File: config.mk
export PLATFORM = sky130hd
export DESIGN_NAME = jk_excitation_driver
export DESIGN_NICKNAME = d
export VERILOG_FILES = /design/src/rtl/jk_excitation_driver.sv
export SDC_FILE = /design/constraint.sdc
export NUM_CORES = 1
export LEC_CHECK = 0
export CAP_MARGIN = 30
export CORE_ASPECT_RATIO = 0.9
export CORE_MARGIN = 2
export CORE_UTILIZATION = 51
export CTS_CLUSTER_SIZE = 12
export DETAILED_ROUTE_END_ITERATION = 12
export PLACE_DENSITY = 0.82
export SYNTH_ARGS = -nofsm -noshare
export SYNTH_HDL_FRONTEND = slang
export SYNTH_SLANG_ARGS = --single-unit
File: constraint.sdc
create_clock -name clk -period 2.73 [get_ports clk]
set_clock_uncertainty 0.05 [all_clocks]
set_input_delay 0.273 -clock clk [delete_from_list [all_inputs] [get_ports clk]]
set_output_delay 0.273 -clock clk [all_outputs]
set_load 0.05 [all_outputs]
File: src/rtl/jk_excitation_driver.sv
// Drives a bank of external JK flip-flops toward a requested Q state using
// minimal J/K excitation, then watches the fed-back Q for completion or timeout.
module jk_excitation_driver #(
  parameter int WIDTH   = 4,
  parameter int TIMEOUT = 4,
  parameter int RETRIES = 1
) (
  input  logic             clk,
  input  logic             reset,
  input  logic [WIDTH-1:0] target,
  input  logic             target_valid,
  output logic             target_ready,
  input  logic [WIDTH-1:0] q_fb,
  output logic [WIDTH-1:0] j,
  output logic [WIDTH-1:0] k,
  output logic             done,
  output logic             error
);

  localparam int CNT_W = (TIMEOUT > 1) ? $clog2(TIMEOUT) : 1;
  localparam int TRY_W = (RETRIES > 0) ? $clog2(RETRIES + 1) : 1;
  localparam logic [CNT_W-1:0] CNT_LAST  = CNT_W'(TIMEOUT - 1);
  localparam logic [TRY_W-1:0] TRY_LIMIT = TRY_W'(RETRIES);

  typedef enum logic [1:0] {
    IDLE  = 2'd0,
    DRIVE = 2'd1,
    WAIT  = 2'd2
  } state_t;

  state_t           state_reg, state_next;
  logic [WIDTH-1:0] tgt_reg, tgt_next;
  logic [CNT_W-1:0] cnt_reg, cnt_next;
  logic [TRY_W-1:0] tries_reg, tries_next;
  logic [WIDTH-1:0] j_reg, j_next;
  logic [WIDTH-1:0] k_reg, k_next;
  logic             done_reg, done_next;
  logic             error_reg, error_next;

  logic [WIDTH-1:0] exc_j, exc_k;
  logic             matched;

  // Set a 0 bit with J, clear a 1 bit with K; correct bits get neither,
  // so J and K are never high together on the same bit.
  genvar gi;
  generate
    for (gi = 0; gi < WIDTH; gi++) begin : g_exc
      assign exc_j[gi] = ~q_fb[gi] &  tgt_reg[gi];
      assign exc_k[gi] =  q_fb[gi] & ~tgt_reg[gi];
    end
  endgenerate

  assign matched      = (q_fb == tgt_reg);
  assign target_ready = (state_reg == IDLE);

  always_comb begin
    state_next = state_reg;
    tgt_next   = tgt_reg;
    cnt_next   = cnt_reg;
    tries_next = tries_reg;
    j_next     = '0;
    k_next     = '0;
    done_next  = 1'b0;
    error_next = 1'b0;

    unique case (state_reg)
      IDLE: begin
        if (target_valid) begin
          tgt_next   = target;
          tries_next = '0;
          state_next = DRIVE;
        end
      end
      DRIVE: begin
        j_next     = exc_j;
        k_next     = exc_k;
        cnt_next   = '0;
        state_next = WAIT;
      end
      WAIT: begin
        if (matched) begin
          done_next  = 1'b1;
          state_next = IDLE;
        end else if (cnt_reg == CNT_LAST) begin
          if (tries_reg < TRY_LIMIT) begin
            tries_next = tries_reg + 1'b1;
            state_next = DRIVE;
          end else begin
            error_next = 1'b1;
            state_next = IDLE;
          end
        end else begin
          cnt_next = cnt_reg + 1'b1;
        end
      end
      default: state_next = IDLE;
    endcase
  end

  always_ff @(posedge clk or posedge reset) begin
    if (reset) begin
      state_reg <= IDLE;
      tgt_reg   <= '0;
      cnt_reg   <= '0;
      tries_reg <= '0;
      j_reg     <= '0;
      k_reg     <= '0;
      done_reg  <= 1'b0;
      error_reg <= 1'b0;
    end else begin
      state_reg <= state_next;
      tgt_reg   <= tgt_next;
      cnt_reg   <= cnt_next;
      tries_reg <= tries_next;
      j_reg     <= j_next;
      k_reg     <= k_next;
      done_reg  <= done_next;
      error_reg <= error_next;
    end
  end

  assign j     = j_reg;
  assign k     = k_reg;
  assign done  = done_reg;
  assign error = error_reg;

endmodule

==> flow_metrics.py, run 1 <==
metrics = {
    "timing": {
        "final_hold_viol_count": 0,
        "rsz0062_at_grt": "false",
        "fmax_mhz": 468,
        "setup_tns_ns": 0,
        "fin_crit_sh_pct": 78.2,
        "max-slew-margin-rel_pct": 53.7,
        "worst_slew_pin_slew_ns": 0.694,
        "final.min_clock_period_ns": 2.13,
        "setup_ws_ns": 0.595,
        "finalSetupViolations": 0,
        "drv_slew": 0,
        "whs_ns": 0.329,
    },
    "placed_design": {
        "portBuffers": 21,
        "gp_congestion": 0.761,
        "place_ws_ns": 0.708,
        "dp_hpwl_um": 1190,
    },
    "drt": {
        "first_iter_violations": 26,
        "num_vias": 607,
        "route.detailed.drc": 0,
        "wl_per_cell_um": 13.0,
        "antenna_left": 0,
        "dr.pass1.iters": 4,
        "wl_um": 1600,
        "avgViaCountPerCell": 4.93,
    },
    "worst_setup_path": {
        "cp_max_fo": 15,
        "worstPathRequired_ns": 2.41,
        "worstSetupEndpointType": "output pin",
        "path_class": "flip-flop to output pin",
        "critPathArrivalTime_ns": 1.81,
        "worst_setup_path_start_kind": "flip-flop",
    },
    "synthesis": {
        "synth_async_sr_flop_share_pct": 100,
        "synthTopCellsByArea": "dfrtp_1, ha_1, mux2_4",
        "syn-num-nets": 98,
        "ys_types": 25,
        "synth_flop_cell": "dfrtp_1",
        "synthCells": 78,
        "synth-edff-count": 0,
        "yosysSeqAreaShare_pct": 52.5,
        "yosys.area.top_type": "dfrtp_1",
        "synth.most_common_cell": "dfrtp_1",
        "ys_ff_latch": 19,
        "syn_avg_cell_area_um2": 11.6,
        "synth_area_um2": 906,
        "yosys_warnings": 0,
        "synth_top_area_share_pct": 52.5,
        "synthTopCellsByCount": "dfrtp_1, inv_1, and3_1, ha_1, mux2_4",
    },
    "die": {
        "die_w_um": 48.4,
        "die_h_um": 44.0,
        "rows": 14,
        "core_um2": 1660,
        "start_util_pct": 54.4,
        "die-area_um2": 2130,
        "ios": 22,
    },
    "cts": {
        "ctsResizeCount": 0,
        "ctsHoldBuffers": 0,
        "clk_path_buf_depth": 2,
        "cts_made_buffers": 3,
        "clk_pin_slew_ns": 0.10,
        "root_buffer": "clkbuf_4",
        "cts-htree-levels": 1,
        "postCtsSetupRepairBufs": 0,
        "cts_tree": "done",
        "insertion_delay_ns": 0.29,
        "clock-sinks": 19,
    },
    "final_layout": {
        "fill_cells": 126,
        "multi_input_comb_area_um2": 362,
        "antenna_cells": 0,
        "utilization_pct": 68.8,
        "drive_gt1_share_pct": 9.09,
        "nets": 120,
        "seqCellArea_um2": 475,
        "area_growth_pct": 26.4,
    },
    "power": {
        "netSwitchingPower_mw": 0.410,
        "p_clk_share_pct": 13.4,
        "vdd_drop_max_mv": 0.477,
        "combPwrFrac_pct": 43.4,
        "p_total_mw": 1.02,
        "pwr-share-seq_pct": 43.2,
        "power_density_nw_per_um2": 889,
        "p_leak_nw": 0.586,
        "p_sw_share_pct": 40.3,
        "internal_power_mw": 0.607,
    },
    "hold_path": {
        "min_path_type": "input port to async pin",
    },
    "grt": {
        "grt_max_degree": 20,
        "antenna_found_initial": 0,
        "grt.overflow.total": 0,
        "grt_first_pass_wirelength_um": 2650,
        "grt_pass1_vias": 579,
        "globalRouteTotalUtil_pct": 17.7,
    },
    "job": {
        "maxCapViolCount": 0,
    },
    "run_status": {
        "status": "finished clean",
    },
}
-- worst max-delay path, stage by stage (launching register included) --
cell	delay [ns]
dfrtp_1	0.55
nor2_2	0.16
clkdlybuf4s50_1	0.81
-- layout make-up --
class / instances / share of cell area, %
Multi-Input combinational cell: 44 / 31.6
Tap cell: 24 / 2.62
Clock buffer: 4 / 2.30
Timing Repair Buffer: 21 / 18.4
Sequential cell: 19 / 41.5
Inverter: 11 / 3.61
-- per-layer routing --
metal	up-vias	global-route usage, %	wire (um)
met5	-	0	0
met4	0	10.3	37
met3	4	5.17	64
met2	20	32.8	790
met1	282	18.3	704
li1	301	-	-
-- power by group through the flow --
| stage | clock network (mW) | logic (mW) | registers, mW |
|---|---|---|---|
| final | 0.137 | 0.442 | 0.439 |
| after global routing | 0.157 | 0.493 | 0.451 |
| after CTS | 0.138 | 0.446 | 0.437 |
| after detailed placement | 0 | 0.440 | 0.441 |
| after global placement | 0 | 0.423 | 0.436 |
| after floorplan | 0 | 0.307 | 0.465 |
-- kinds of logic after synthesis --
kind of cell               Yosys count  share of synthesized area [%]
and+or+nand+nor                     24                           16.0
buffers and inverters               15                           7.60
AOI/OAI and AO/OA                    7                           4.83
DFF                                 19                           52.5
adders and majority gates            9                           12.4
muxes                                4                           6.63
-- stage by stage --
step	std cells	instance area (um2)
finish	123	1140
global route	123	1140
CTS	123	1140
detailed placement	119	1120
global placement	119	1120
floorplan	78	906
-- placed cells by master, fill, tap and decap left out, types with 2 or more instances in the layout --
cell and n:
clkbuf_4 3, inv_1 11, a21oi_1 2, clkdlybuf4s50_1 21, and3_1 9, nor2_1 3, nor3_1 2, nand4b_1 2
ha_1 9, dfrtp_1 19, mux2_4 4, nand2_1 2
-- final timing paths --
kind | end | depth (start not counted) | from | slack, ns
worst max-delay path | target_ready | 2 | state_reg[0] | 0.60
worst min-delay path | state_reg[0] | 2 | reset | 0.33
worst max register to register | state_reg[1] | 4 | tgt_reg[2] | 1.08
worst min register to register | cnt_reg[1] | 1 | cnt_reg[1] | 0.49
max in group asynchronous | tgt_reg[1] | 2 | reset | 1.86
min in group clk | cnt_reg[1] | 1 | cnt_reg[1] | 0.49
Power figures use the tool's default switching activity.
==> run 2: changes to the inputs <==
Settings changed: CORE_UTILIZATION 51 to 43, PLACE_DENSITY 0.82 to 0.74.
Clock period 2.73 ns to 1.7 ns, I/O delays scaled along.
==> flow_metrics.py, run 2 (synthesized netlist as in run 1, its figures left out) <==
metrics = {
    "worst_setup_path": {
        "reg2reg_from": "tgt_reg[2]",
        "cp_max_fo": 1,
        "max_stage_delay_ns": 0.79,
        "worst_setup_path_start_kind": "flip-flop",
        "worstSetupEndpointType": "output pin",
        "path_delay_family": "buffers and inverters",
        "r2r-end": "cnt_reg[1]",
        "path_class": "flip-flop to output pin",
        "r2r_cells": 5,
        "critPathBufInv": 1,
        "worstPathRequired_ns": 1.48,
        "crit_chain": "clkdlybuf4s50_1",
        "r2r_setup_slack_ns": 0.28,
        "critPathArrivalTime_ns": 1.43,
        "cp.depth": 1,
        "worst_path_max_delay_cell": "clkdlybuf4s50_1",
    },
    "power": {
        "p_leak_nw": 0.644,
        "vdd_drop_max_mv": 1.01,
        "power_density_nw_per_um2": 1410,
    },
    "drt": {
        "dr.max_layer_used": "met4",
        "wl_um": 1420,
        "avgViaCountPerCell": 4.94,
        "wl_per_cell_um": 11.2,
        "met2WireLength_um": 657,
        "num_vias": 627,
        "route.detailed.drc": 0,
        "antenna_left": 0,
        "dr.pass1.iters": 4,
        "route.met3.wl_um": 86,
        "wl_met1_um": 647,
        "first_iter_violations": 16,
    },
    "timing": {
        "whs_ns": 0.126,
        "fin_crit_sh_pct": 96.9,
        "final_hold_viol_count": 0,
        "final.min_clock_period_ns": 1.65,
        "drv_slew": 0,
        "worst_slew_pin_slew_ns": 0.504,
        "fmax_mhz": 607,
        "rsz0062_at_grt": "false",
        "finalSetupViolations": 0,
        "max-slew-margin-rel_pct": 66.3,
    },
    "grt": {
        "antenna_found_initial": 0,
        "globalRouteTotalUtil_pct": 13.8,
        "grt_pass1_vias": 539,
        "grt.overflow.total": 0,
        "grt_max_degree": 20,
        "grt_first_pass_wirelength_um": 2440,
    },
    "final_layout": {
        "fill_cells": 172,
        "final_cell_mix": "dfrtp_1, clkdlybuf4s50_1, inv_1",
        "antenna_cells": 0,
        "fin_cells": 127,
        "area_growth_pct": 30.9,
        "layout_commonest_cell": "dfrtp_1",
        "nets": 123,
        "drive_gt1_share_pct": 13.7,
    },
    "hold_path": {
        "min_path_type": "input port to async pin",
    },
    "die": {
        "start_util_pct": 46.4,
        "ios": 22,
        "die_h_um": 47.5,
        "core_um2": 1950,
        "die_w_um": 52.4,
        "rows": 15,
        "die-area_um2": 2490,
    },
    "cts": {
        "root_buffer": "clkbuf_4",
        "clk_pin_slew_ns": 0.10,
        "clk_path_buf_depth": 2,
        "insertion_delay_ns": 0.29,
        "cts-htree-levels": 1,
        "clock-sinks": 19,
        "ctsResizeCount": 0,
        "cts_tree": "done",
        "postCtsSetupRepairBufs": 0,
        "cts_made_buffers": 3,
        "ctsHoldBuffers": 0,
    },
    "placed_design": {
        "portBuffers": 21,
        "dp.cells": 123,
        "dp_hpwl_um": 1100,
        "gp_congestion": 0.706,
    },
    "job": {
        "maxCapViolCount": 0,
    },
    "run_status": {
        "status": "finished clean",
    },
}
run 2: per-stage QoR:
stage	area, um2	setup TNS [ns]	power, mW	util, %	setup WS (ns)
after detailed placement	1150	-0.0202	1.47	59.2	-0.0202
after floorplan	911	0	1.25	-	0.140
after global routing	1190	0	1.82	60.8	0.000810
after global placement	1150	-0.0111	1.45	59.2	-0.0111
final	1190	0	1.67	60.8	0.0524
after CTS	1180	0	1.69	60.5	0.0396
run 2: metal layers:
| layer | track usage (%) | up-vias |
|---|---|---|
| li1 | - | 309 |
| met1 | 17.3 | 294 |
| met2 | 22.0 | 20 |
| met3 | 3.13 | 4 |
| met4 | 9.23 | 0 |
| met5 | 0 | - |
run 2: power breakdown:
group | switching [mW] | total [mW] | internal (mW)
clock network | 0.130 | 0.222 | 0.0913
registers | 0.134 | 0.705 | 0.572
logic | 0.388 | 0.745 | 0.357
total | 0.652 | 1.67 | 1.02
run 2: worst max path at each step:
stage	end	slack, ns	start
CTS	k[2]	0.04	k[2]
global route	done	0.0008	done
global placement	error	-0.01	q_fb[2]
finish	k[2]	0.05	k[2]
floorplan	tgt_reg[0]	0.14	state_reg[1]
detailed placement	cnt_reg[1]	-0.02	q_fb[3]
run 2: area by class of cell:
cell class / count / area, um2 / share of cell area, %
Multi-Input combinational cell: 44 / 367 / 30.9
Sequential cell: 19 / 475 / 40.1
Clock buffer: 4 / 26.3 / 2.22
Inverter: 11 / 41.3 / 3.48
Tap cell: 25 / 31.3 / 2.64
Timing Repair Buffer: 24 / 245 / 20.7
